--- src/rtl/zad_5_2_divider_if.sv ---
// Start/ready handshake and data bus of the 48/24 restoring divider.
// The master side drives the request and operands; the slave side is the divider.
interface zad_5_2_divider_if;
    logic        start;
    logic        ready;
    logic [47:0] input0;
    logic [23:0] input1;
    logic [23:0] output0;
    logic [23:0] output1;
    logic        div_zero;
    logic        overflow;

    modport master (
        output start, input0, input1,
        input  ready, output0, output1, div_zero, overflow
    );

    modport slave (
        input  start, input0, input1,
        output ready, output0, output1, div_zero, overflow
    );
endinterface

--- src/rtl/zad_5_2_divider.sv ---
// zad_5_2_divider: multi-cycle unsigned restoring divider, 48-bit dividend by
// 24-bit divisor, one quotient bit per cycle, start/ready handshake.
// Optional feature macro: OVF_CHECK_EN
//   defined   - dividend[47:24] >= divisor is flagged as overflow up front and
//               a normal division runs 24 iterations over dividend[23:0].
//   undefined - no pre-check, 48 iterations, quotient truncated to 24 bits,
//               overflow output tied low.
module zad_5_2_divider (
    input  logic               clk,
    input  logic               rst_n,
    zad_5_2_divider_if.slave   bus
);

    typedef enum logic [1:0] {IDLE, CHECK, DIV, DONE} state_t;

`ifdef OVF_CHECK_EN
    localparam logic [5:0] LAST_CNT = 6'd23;
`else
    localparam logic [5:0] LAST_CNT = 6'd47;
`endif

    state_t      r_state;
    state_t      w_state_next;
    logic [47:0] r_dividend;
    logic [23:0] r_divisor;
    logic [23:0] r_rem;
    logic [23:0] r_quo;
    logic [5:0]  r_cnt;
    logic [23:0] r_out0;
    logic [23:0] r_out1;
    logic        r_dz;

    logic [24:0] w_t;
    logic        w_ge;
    logic [23:0] w_rem_next;
    logic [23:0] w_quo_next;

`ifdef OVF_CHECK_EN
    logic        r_ovf;
    logic        w_ovf;
    assign w_ovf = (r_dividend[47:24] >= r_divisor);
    assign bus.overflow = r_ovf;
`else
    assign bus.overflow = 1'b0;
`endif

    assign bus.ready    = (r_state == DONE);
    assign bus.output0  = r_out0;
    assign bus.output1  = r_out1;
    assign bus.div_zero = r_dz;

    // One restoring step: shift in the next dividend MSB, subtract if it fits.
    // The remainder stays below the divisor, so 24 stored bits suffice; only t needs 25.
    always_comb begin
        w_t        = {r_rem, r_dividend[47]};
        w_ge       = (w_t >= {1'b0, r_divisor});
        w_rem_next = w_ge ? 24'(w_t - {1'b0, r_divisor}) : w_t[23:0];
        w_quo_next = {r_quo[22:0], w_ge};
    end

    // Next-state logic of the control FSM.
    always_comb begin
        w_state_next = r_state;
        case (r_state)
            IDLE:  if (bus.start) w_state_next = CHECK;
            CHECK: begin
                if (r_divisor == '0) begin
                    w_state_next = DONE;
                end
`ifdef OVF_CHECK_EN
                else if (w_ovf) begin
                    w_state_next = DONE;
                end
`endif
                else begin
                    w_state_next = DIV;
                end
            end
            DIV:   if (r_cnt == '0) w_state_next = DONE;
            DONE:  w_state_next = IDLE;
            default: w_state_next = IDLE;
        endcase
    end

    // State register.
    always_ff @(posedge clk or negedge rst_n) begin
        if (!rst_n) r_state <= IDLE;
        else        r_state <= w_state_next;
    end

    // Operand latch, iteration datapath and result registers.
    always_ff @(posedge clk or negedge rst_n) begin
        if (!rst_n) begin
            r_dividend <= '0;
            r_divisor  <= '0;
            r_rem      <= '0;
            r_quo      <= '0;
            r_cnt      <= '0;
            r_out0     <= '0;
            r_out1     <= '0;
            r_dz       <= 1'b0;
`ifdef OVF_CHECK_EN
            r_ovf      <= 1'b0;
`endif
        end else begin
            case (r_state)
                IDLE: begin
                    if (bus.start) begin
                        r_dividend <= bus.input0;
                        r_divisor  <= bus.input1;
                    end
                end
                CHECK: begin
                    if (r_divisor == '0) begin
                        r_out0 <= '1;
                        r_out1 <= r_dividend[23:0];
                        r_dz   <= 1'b1;
`ifdef OVF_CHECK_EN
                        r_ovf  <= 1'b0;
                    end else if (w_ovf) begin
                        r_out0 <= '1;
                        r_out1 <= '0;
                        r_dz   <= 1'b0;
                        r_ovf  <= 1'b1;
                    end else begin
                        // High half seeds the remainder; only the low half is iterated.
                        r_rem      <= r_dividend[47:24];
                        r_dividend <= {r_dividend[23:0], 24'd0};
                        r_quo      <= '0;
                        r_cnt      <= LAST_CNT;
                    end
`else
                    end else begin
                        r_rem <= '0;
                        r_quo <= '0;
                        r_cnt <= LAST_CNT;
                    end
`endif
                end
                DIV: begin
                    r_rem      <= w_rem_next;
                    r_quo      <= w_quo_next;
                    r_dividend <= {r_dividend[46:0], 1'b0};
                    r_cnt      <= r_cnt - 6'd1;
                    if (r_cnt == '0) begin
                        r_out0 <= w_quo_next;
                        r_out1 <= w_rem_next;
                        r_dz   <= 1'b0;
`ifdef OVF_CHECK_EN
                        r_ovf  <= 1'b0;
`endif
                    end
                end
                default: ;
            endcase
        end
    end

endmodule

--- src/flat_wrapper.sv ---
// flat-port wrapper written by rule: the top's interface ports become plain ports
module zad_5_2_divider_flat 
  (clk, rst_n, bus_start, bus_input0, bus_input1, bus_ready, bus_output0, bus_output1, bus_div_zero, bus_overflow);
  zad_5_2_divider_if bus_i ();
  input  logic clk;
  input  logic rst_n;
  input wire logic [$bits(bus_i.start)-1:0] bus_start;
  input wire logic [$bits(bus_i.input0)-1:0] bus_input0;
  input wire logic [$bits(bus_i.input1)-1:0] bus_input1;
  output wire logic [$bits(bus_i.ready)-1:0] bus_ready;
  output wire logic [$bits(bus_i.output0)-1:0] bus_output0;
  output wire logic [$bits(bus_i.output1)-1:0] bus_output1;
  output wire logic [$bits(bus_i.div_zero)-1:0] bus_div_zero;
  output wire logic [$bits(bus_i.overflow)-1:0] bus_overflow;
  assign bus_i.start = bus_start;
  assign bus_i.input0 = bus_input0;
  assign bus_i.input1 = bus_input1;
  assign bus_ready = bus_i.ready;
  assign bus_output0 = bus_i.output0;
  assign bus_output1 = bus_i.output1;
  assign bus_div_zero = bus_i.div_zero;
  assign bus_overflow = bus_i.overflow;
  zad_5_2_divider u_core (.clk(clk), .rst_n(rst_n), .bus(bus_i));
endmodule
--- config.mk ---
export PLATFORM = sky130hd
export DESIGN_NAME = zad_5_2_divider_flat
export DESIGN_NICKNAME = d
export VERILOG_FILES = /design/src/rtl/zad_5_2_divider_if.sv /design/src/rtl/zad_5_2_divider.sv /design/src/flat_wrapper.sv
export SDC_FILE = /design/constraint.sdc
export NUM_CORES = 1
export LEC_CHECK = 0
export CORE_MARGIN = 3
export CORE_UTILIZATION = 35
export DETAILED_ROUTE_END_ITERATION = 8
export PLACE_DENSITY_LB_ADDON = 0.15
export SLEW_MARGIN = 30
export SYNTH_ARGS = -nofsm -noshare
export SYNTH_HDL_FRONTEND = slang
export SYNTH_SLANG_ARGS = --single-unit
--- constraint.sdc ---
create_clock -name clk -period 3.71 [get_ports clk]
set_clock_uncertainty 0.05 [all_clocks]
set_input_delay 1.113 -clock clk [delete_from_list [all_inputs] [get_ports clk]]
set_output_delay 1.113 -clock clk [all_outputs]
set_load 0.05 [all_outputs]
Word level (Yosys, flattened, before mapping)

Cells that the tools add are included.

Add/sub/neg operators: 2
Magnitude comparators: 1
Equal/unequal tests: 7
Muxes and demuxes: 21
Reductions and logical operators: 10

Operator list:

| kind                                                                     | count |
|---|---|
| 24-bit 2-to-1 mux                                                        | 6 |
| 24-bit one-hot mux with 2 select lines                                   | 3 |
| 48-bit one-hot mux with 2 select lines                                   | 1 |
| 48-bit 2-to-1 mux                                                        | 1 |
| 23-bit one-hot mux with 2 select lines                                   | 1 |
| 25-bit by 24-bit >= comparator with 1-bit output                         | 1 |
| 24-bit zero test                                                         | 1 |
| 24-bit subtractor                                                        | 1 |
| 6-bit one-hot mux with 2 select lines                                    | 1 |
| 2-bit one-hot mux with 4 select lines                                    | 1 |
| 2-bit AND reduction                                                      | 4 |
| 6-bit zero test                                                          | 1 |
| 6-bit 2-to-1 mux                                                         | 1 |
| 6-bit by 1-bit subtractor with 6-bit output (second input constant)      | 1 |
| 2-bit == test (second input constant)                                    | 2 |
| 2-bit 2-to-1 mux                                                         | 2 |
| 2-bit by 1-bit inequality test with 1-bit output (second input constant) | 2 |
| 2-bit inequality test (second input constant)                            | 2 |
| 2-bit nonzero test                                                       | 2 |
| 1-bit 2-to-1 mux                                                         | 3 |
| 3-bit AND reduction                                                      | 1 |
| 2-bit by 1-bit == test with 1-bit output (second input constant)         | 1 |
| 2-bit zero test                                                          | 1 |
| 1-bit one-hot mux with 2 select lines                                    | 1 |

Register bits after elaboration: 176
Input bits: 75
Output and inout bits: 51
Logic and storage cells: 50

Depth between registers and ports, before layout

Depth after elaboration: 4
Depth in mapped cells: 12
Gate-level depth less buffers: 12

Worst setup path before layout

No wires, ideal clock.

Path kind: reg-to-reg
From: reg u_core.r_dividend[47]
To: reg u_core.r_out1[20], in the netlist u_core.bus.output1[20]
Library setup time: 0.126 ns
Arrival: 2.455 ns
Required time: 3.534 ns
Setup slack: 1.079 ns
Cell stages (with the launch flop): 13
Buffers on the path: 0
Cell sequence: dfrtp_1 > inv_1 > ha_1 > inv_1 > fa_1 > a211oi_1 > o21ai_0 > a211oi_1 > a31o_2 > o21ai_0 > a21oi_1 > xnor2_1 > a221o_1

Longest elaborated chain between the ends: 4
Elaborated cells on any way between the ends: 5
Classes of those cells: add/sub (1); order compare (1); mux (3)

Ends and longest elaborated chain:

| element                                                                               | RTL line                                     | text |
|---|---|---|
| from (decl)                                                                           | zad_5_2_divider.sv:24                        | `logic [47:0] r_dividend;` |
| from (signal assigned)                                                                | zad_5_2_divider.sv:109                       | `r_dividend <= bus.input0;` |
| from (signal assigned)                                                                | zad_5_2_divider.sv:143                       | `r_dividend <= {r_dividend[46:0], 1'b0};` |
| 24-bit subtractor or 25-bit by 24-bit >= comparator with 1-bit output (tied branches) | zad_5_2_divider.sv:57, zad_5_2_divider.sv:56 |  |
| 24-bit 2-to-1 mux *                                                                   | zad_5_2_divider.sv:57                        | `w_rem_next = w_ge ? 24'(w_t - {1'b0, r_divisor}) : w_t[23:0];` |
| 24-bit 2-to-1 mux *                                                                   | zad_5_2_divider.sv:145                       | `if (r_cnt == '0) begin` |
| 24-bit one-hot mux with 2 select lines *                                              | zad_5_2_divider.sv:106                       | `case (r_state)` |
| to (signal assigned)                                                                  | zad_5_2_divider.sv:116                       | `r_out1 <= r_dividend[23:0];` |
| to (signal assigned)                                                                  | zad_5_2_divider.sv:147                       | `r_out1 <= w_rem_next;` |
| to (decl)                                                                             | zad_5_2_divider.sv:30                        | `logic [23:0] r_out1;` |

Every way passes the cells marked *; elsewhere a longest branch is shown, timed or not. The select of a mux whose other input is x is not followed.
A chain may end at the register's enable or synchronous reset.

Worst setup path after layout

From: reg u_core.r_state[1]
To: out bus_ready

Longest elaborated chain between the ends: 1

Ends and longest elaborated chain:

| element                | RTL line              | text |
|---|---|---|
| from (decl)            | zad_5_2_divider.sv:22 | `state_t r_state;` |
| from (signal assigned) | zad_5_2_divider.sv:88 | `else r_state <= w_state_next;` |
| 2-bit == test          | zad_5_2_divider.sv:47 | `assign bus.ready = (r_state == DONE);` |
| to (decl)              | flat_wrapper.sv:10    | `output wire logic [$bits(bus_i.ready)-1:0] bus_ready;` |

Every way passes these cells.

==> reports/qor.yml <==
outcome: "finished, final reports clean"
grt_pass1_vias: 7063
critical_path_class: "reg -> out"
rr_startpoint: "u_core.r_rem[9]"
relSlewSlack_pct: 43.3
async_reset_ff_share_pct: 100
core_area_mm2: 0.0253
viasPerCell: 5.13
antenna_cells: 0
p_leak_nw: 5.12
hold_start: "u_core.r_quo[22]"
share_comb_of_total_power_pct: 50.8
swShare_pct: 44.4
first_pass_iters: 5
synth_area_mm2: 0.00909
seq_area_frac_synth_pct: 48.4
critPathRequiredTime_ps: 2550
die_area_mm2: 0.0280
final_area_mm2: 0.0113
postCtsSetupRepairBufs: 0
reg2reg_depth: 9
period_minus_slack_ps: 3000
portBuffers: 124
clk_pin_slew_ps: 70
hp-class: "reg -> reg"
fin_crit_sh_pct: 80.8
drc: 0
reg2reg_slack_ps: 740
synth-edff-count: 0
placed_area_mm2: 0.0107
ctsResizeCount: 0
wl_um: 24300
dr.first_iter.drc_count: 579
mostFrequentLayoutCells: "176 x dfrtp_1, 163 x nand2_1, 123 x clkdlybuf4s50_1"
cp_slowest_cell: "clkdlybuf4s50_1"
r2r_end: "u_core.bus.output1[10]"
fmax_mhz: 334
overflow: 0
fin_tns_setup_ps: 0
nets: 1150
setup_viol_count_final: 0
grt_max_degree: 95
ys_ff_latch: 176
arrival_ps: 1830
postSynthNetCount: 1041
yosysTopAreaCell: "dfrtp_1"
io_pins: 126
end_kind: "primary output"
place_congestion: 0.863
cp_cell_sequence: "ha_1 -> clkdlybuf4s50_1"
post-synth-top-area-fraction_pct: 48.4
hold_viol_final: 0
yosys_warnings: 0
cp-start-kind: "flip-flop"
antenna_left: 0
fp.dieH_um: 167
holdPathStages: 2
post-dp-hpwl_um: 17600
vias: 7114
seq_power_share_pct: 30.3
final_common_cell: "dfrtp_1"
clock_path_buffers: 2
p_clk_share_pct: 19.0
cts_made_buffers: 17
routedWlPerCell_um: 17.5
cpPeakStageDelay_ps: 800
area_growth_pct: 24.8
avgSynthCellArea_um2: 9.73
rsz0062_at_grt: "false"
pwr_density_cell_mw_per_mm2: 907
antenna_found_initial: 0
finalMaxSlewViolations: 0
cp_max_fo: 4
die_w_um: 167
drive_gt1_share_pct: 8.51
initial_core_util_pct: 35.9
root_buffer: "clkbuf_16"
row_count: 58
maxCapViolCount: 0
ys.flop_type: "dfrtp_1"
track_usage_pct: 17.4
synthCells: 935
p_int_mw: 5.72
max_slew.worst_pin.slew_ps: 850
p_sw_mw: 4.57
grt_pass1_wl_um: 39300
synthTopCellsByArea: "dfrtp_1 48%, mux2i_1 7.0%, nand2_1 6.7%, o21ai_0 6.4%, ha_1 4.1%"
cts_tree: "built"
ir_worst_vdd_uv: 547
synthDistinctLibCells: 61
h-tree-depth: 4
clock-sinks: 176
clk_latency_ps: 430
min_to: "u_core.r_quo[22]"
hold_buffers: 0
## per-layer routing
| metal | GRT usage (%) | wire length [µm] | vias to the layer above |
|---|---|---|---|
| met1 | 24.3 | 11400 | 3453 |
| met4 | 4.23 | 281 | 0 |
| met2 | 28.7 | 11700 | 140 |
| met5 | 0 | 0 | - |
| li1 | - | - | 3497 |
| met3 | 2.86 | 843 | 24 |
## critical path: cells and delay by family, from the launching register on
kind / cells / cell delay (ps)
flip-flops: 1 / 430
adder cells (fa/ha/maj): 1 / 170
buffers and inverters: 1 / 800
## stage by stage
stage	setup WS [ps]	cells	total power, mW	utilization (%)	hold WS [ps]
final	713	1387	10.3	44.8	424
after global routing	519	1387	11.0	44.8	437
after CTS	675	1387	10.4	44.8	425
after detailed placement	751	1355	8.45	42.3	410
after global placement	781	1355	8.40	42.3	405
after floorplan	1080	935	6.75	-	390
## synthesized netlist by cell type (all sizes together) (6+ instances only)
library cell and number:
nor4 10, nor2 46, a22o 18, a21o 12
xor2 8, nand3 40, a221o 21, o21bai 6
ha 30, clkbuf 32, nand2 164, mux2i 64
buf 19, xnor2 16, a21oi 31, inv 39
mux2 26, dfrtp 176, o21ai 119
## worst max-delay path by stage
stage                                     start                endpoint  slack (ps)
final                         u_core.r_state[1]               bus_ready         710
after global routing      u_core.r_dividend[47]  u_core.bus.output1[20]         520
after CTS                     u_core.r_state[1]               bus_ready         680
after detailed placement  u_core.r_dividend[47]  u_core.bus.output1[20]         750
after global placement    u_core.r_dividend[47]  u_core.bus.output1[20]         780
after floorplan           u_core.r_dividend[47]  u_core.bus.output1[20]        1080
## cell type report
class | instances | area (µm²)
fillers | 2429 | 14000
flip-flops and latches | 176 | 4400
multi-input cells | 668 | 4340
repair buffers | 141 | 1410
clock buffers | 20 | 457
well taps | 330 | 413
clock inverters | 12 | 180
inverters | 40 | 150
## state kept, by name, summed over array words and instances (netlist names)
name                 count
u_core.r_quo            23
u_core.bus.output0      24
u_core.r_rem            24
u_core.r_dividend       48
u_core.r_state           2
u_core.r_divisor        24
u_core.r_cnt             6
u_core.bus.output1      24
u_core.bus.div_zero      1
## cells by family after synthesis
logic type / count (synthesis) / share of synthesized area (%)
flip-flops: 176 / 48.4
buffers and inverters: 91 / 4.18
AO/OA/AOI/OAI: 235 / 16.6
AND/OR/NAND/NOR: 287 / 13.8
other: 1 / 0.0412
XOR/XNOR: 24 / 2.31
multiplexers: 90 / 10.3
adder cells (fa/ha/maj): 31 / 4.35
## power groups by stage
stage	Sequential [mW]	Combinational (mW)	Clock [mW]
final	3.11	5.22	1.96
after global placement	3.14	5.26	0
after detailed placement	3.15	5.30	0
after floorplan	3.83	2.92	0
after CTS	3.13	5.30	2.00
after global routing	3.21	5.74	2.08
No activity file was read; power rests on OpenSTA's default activity.
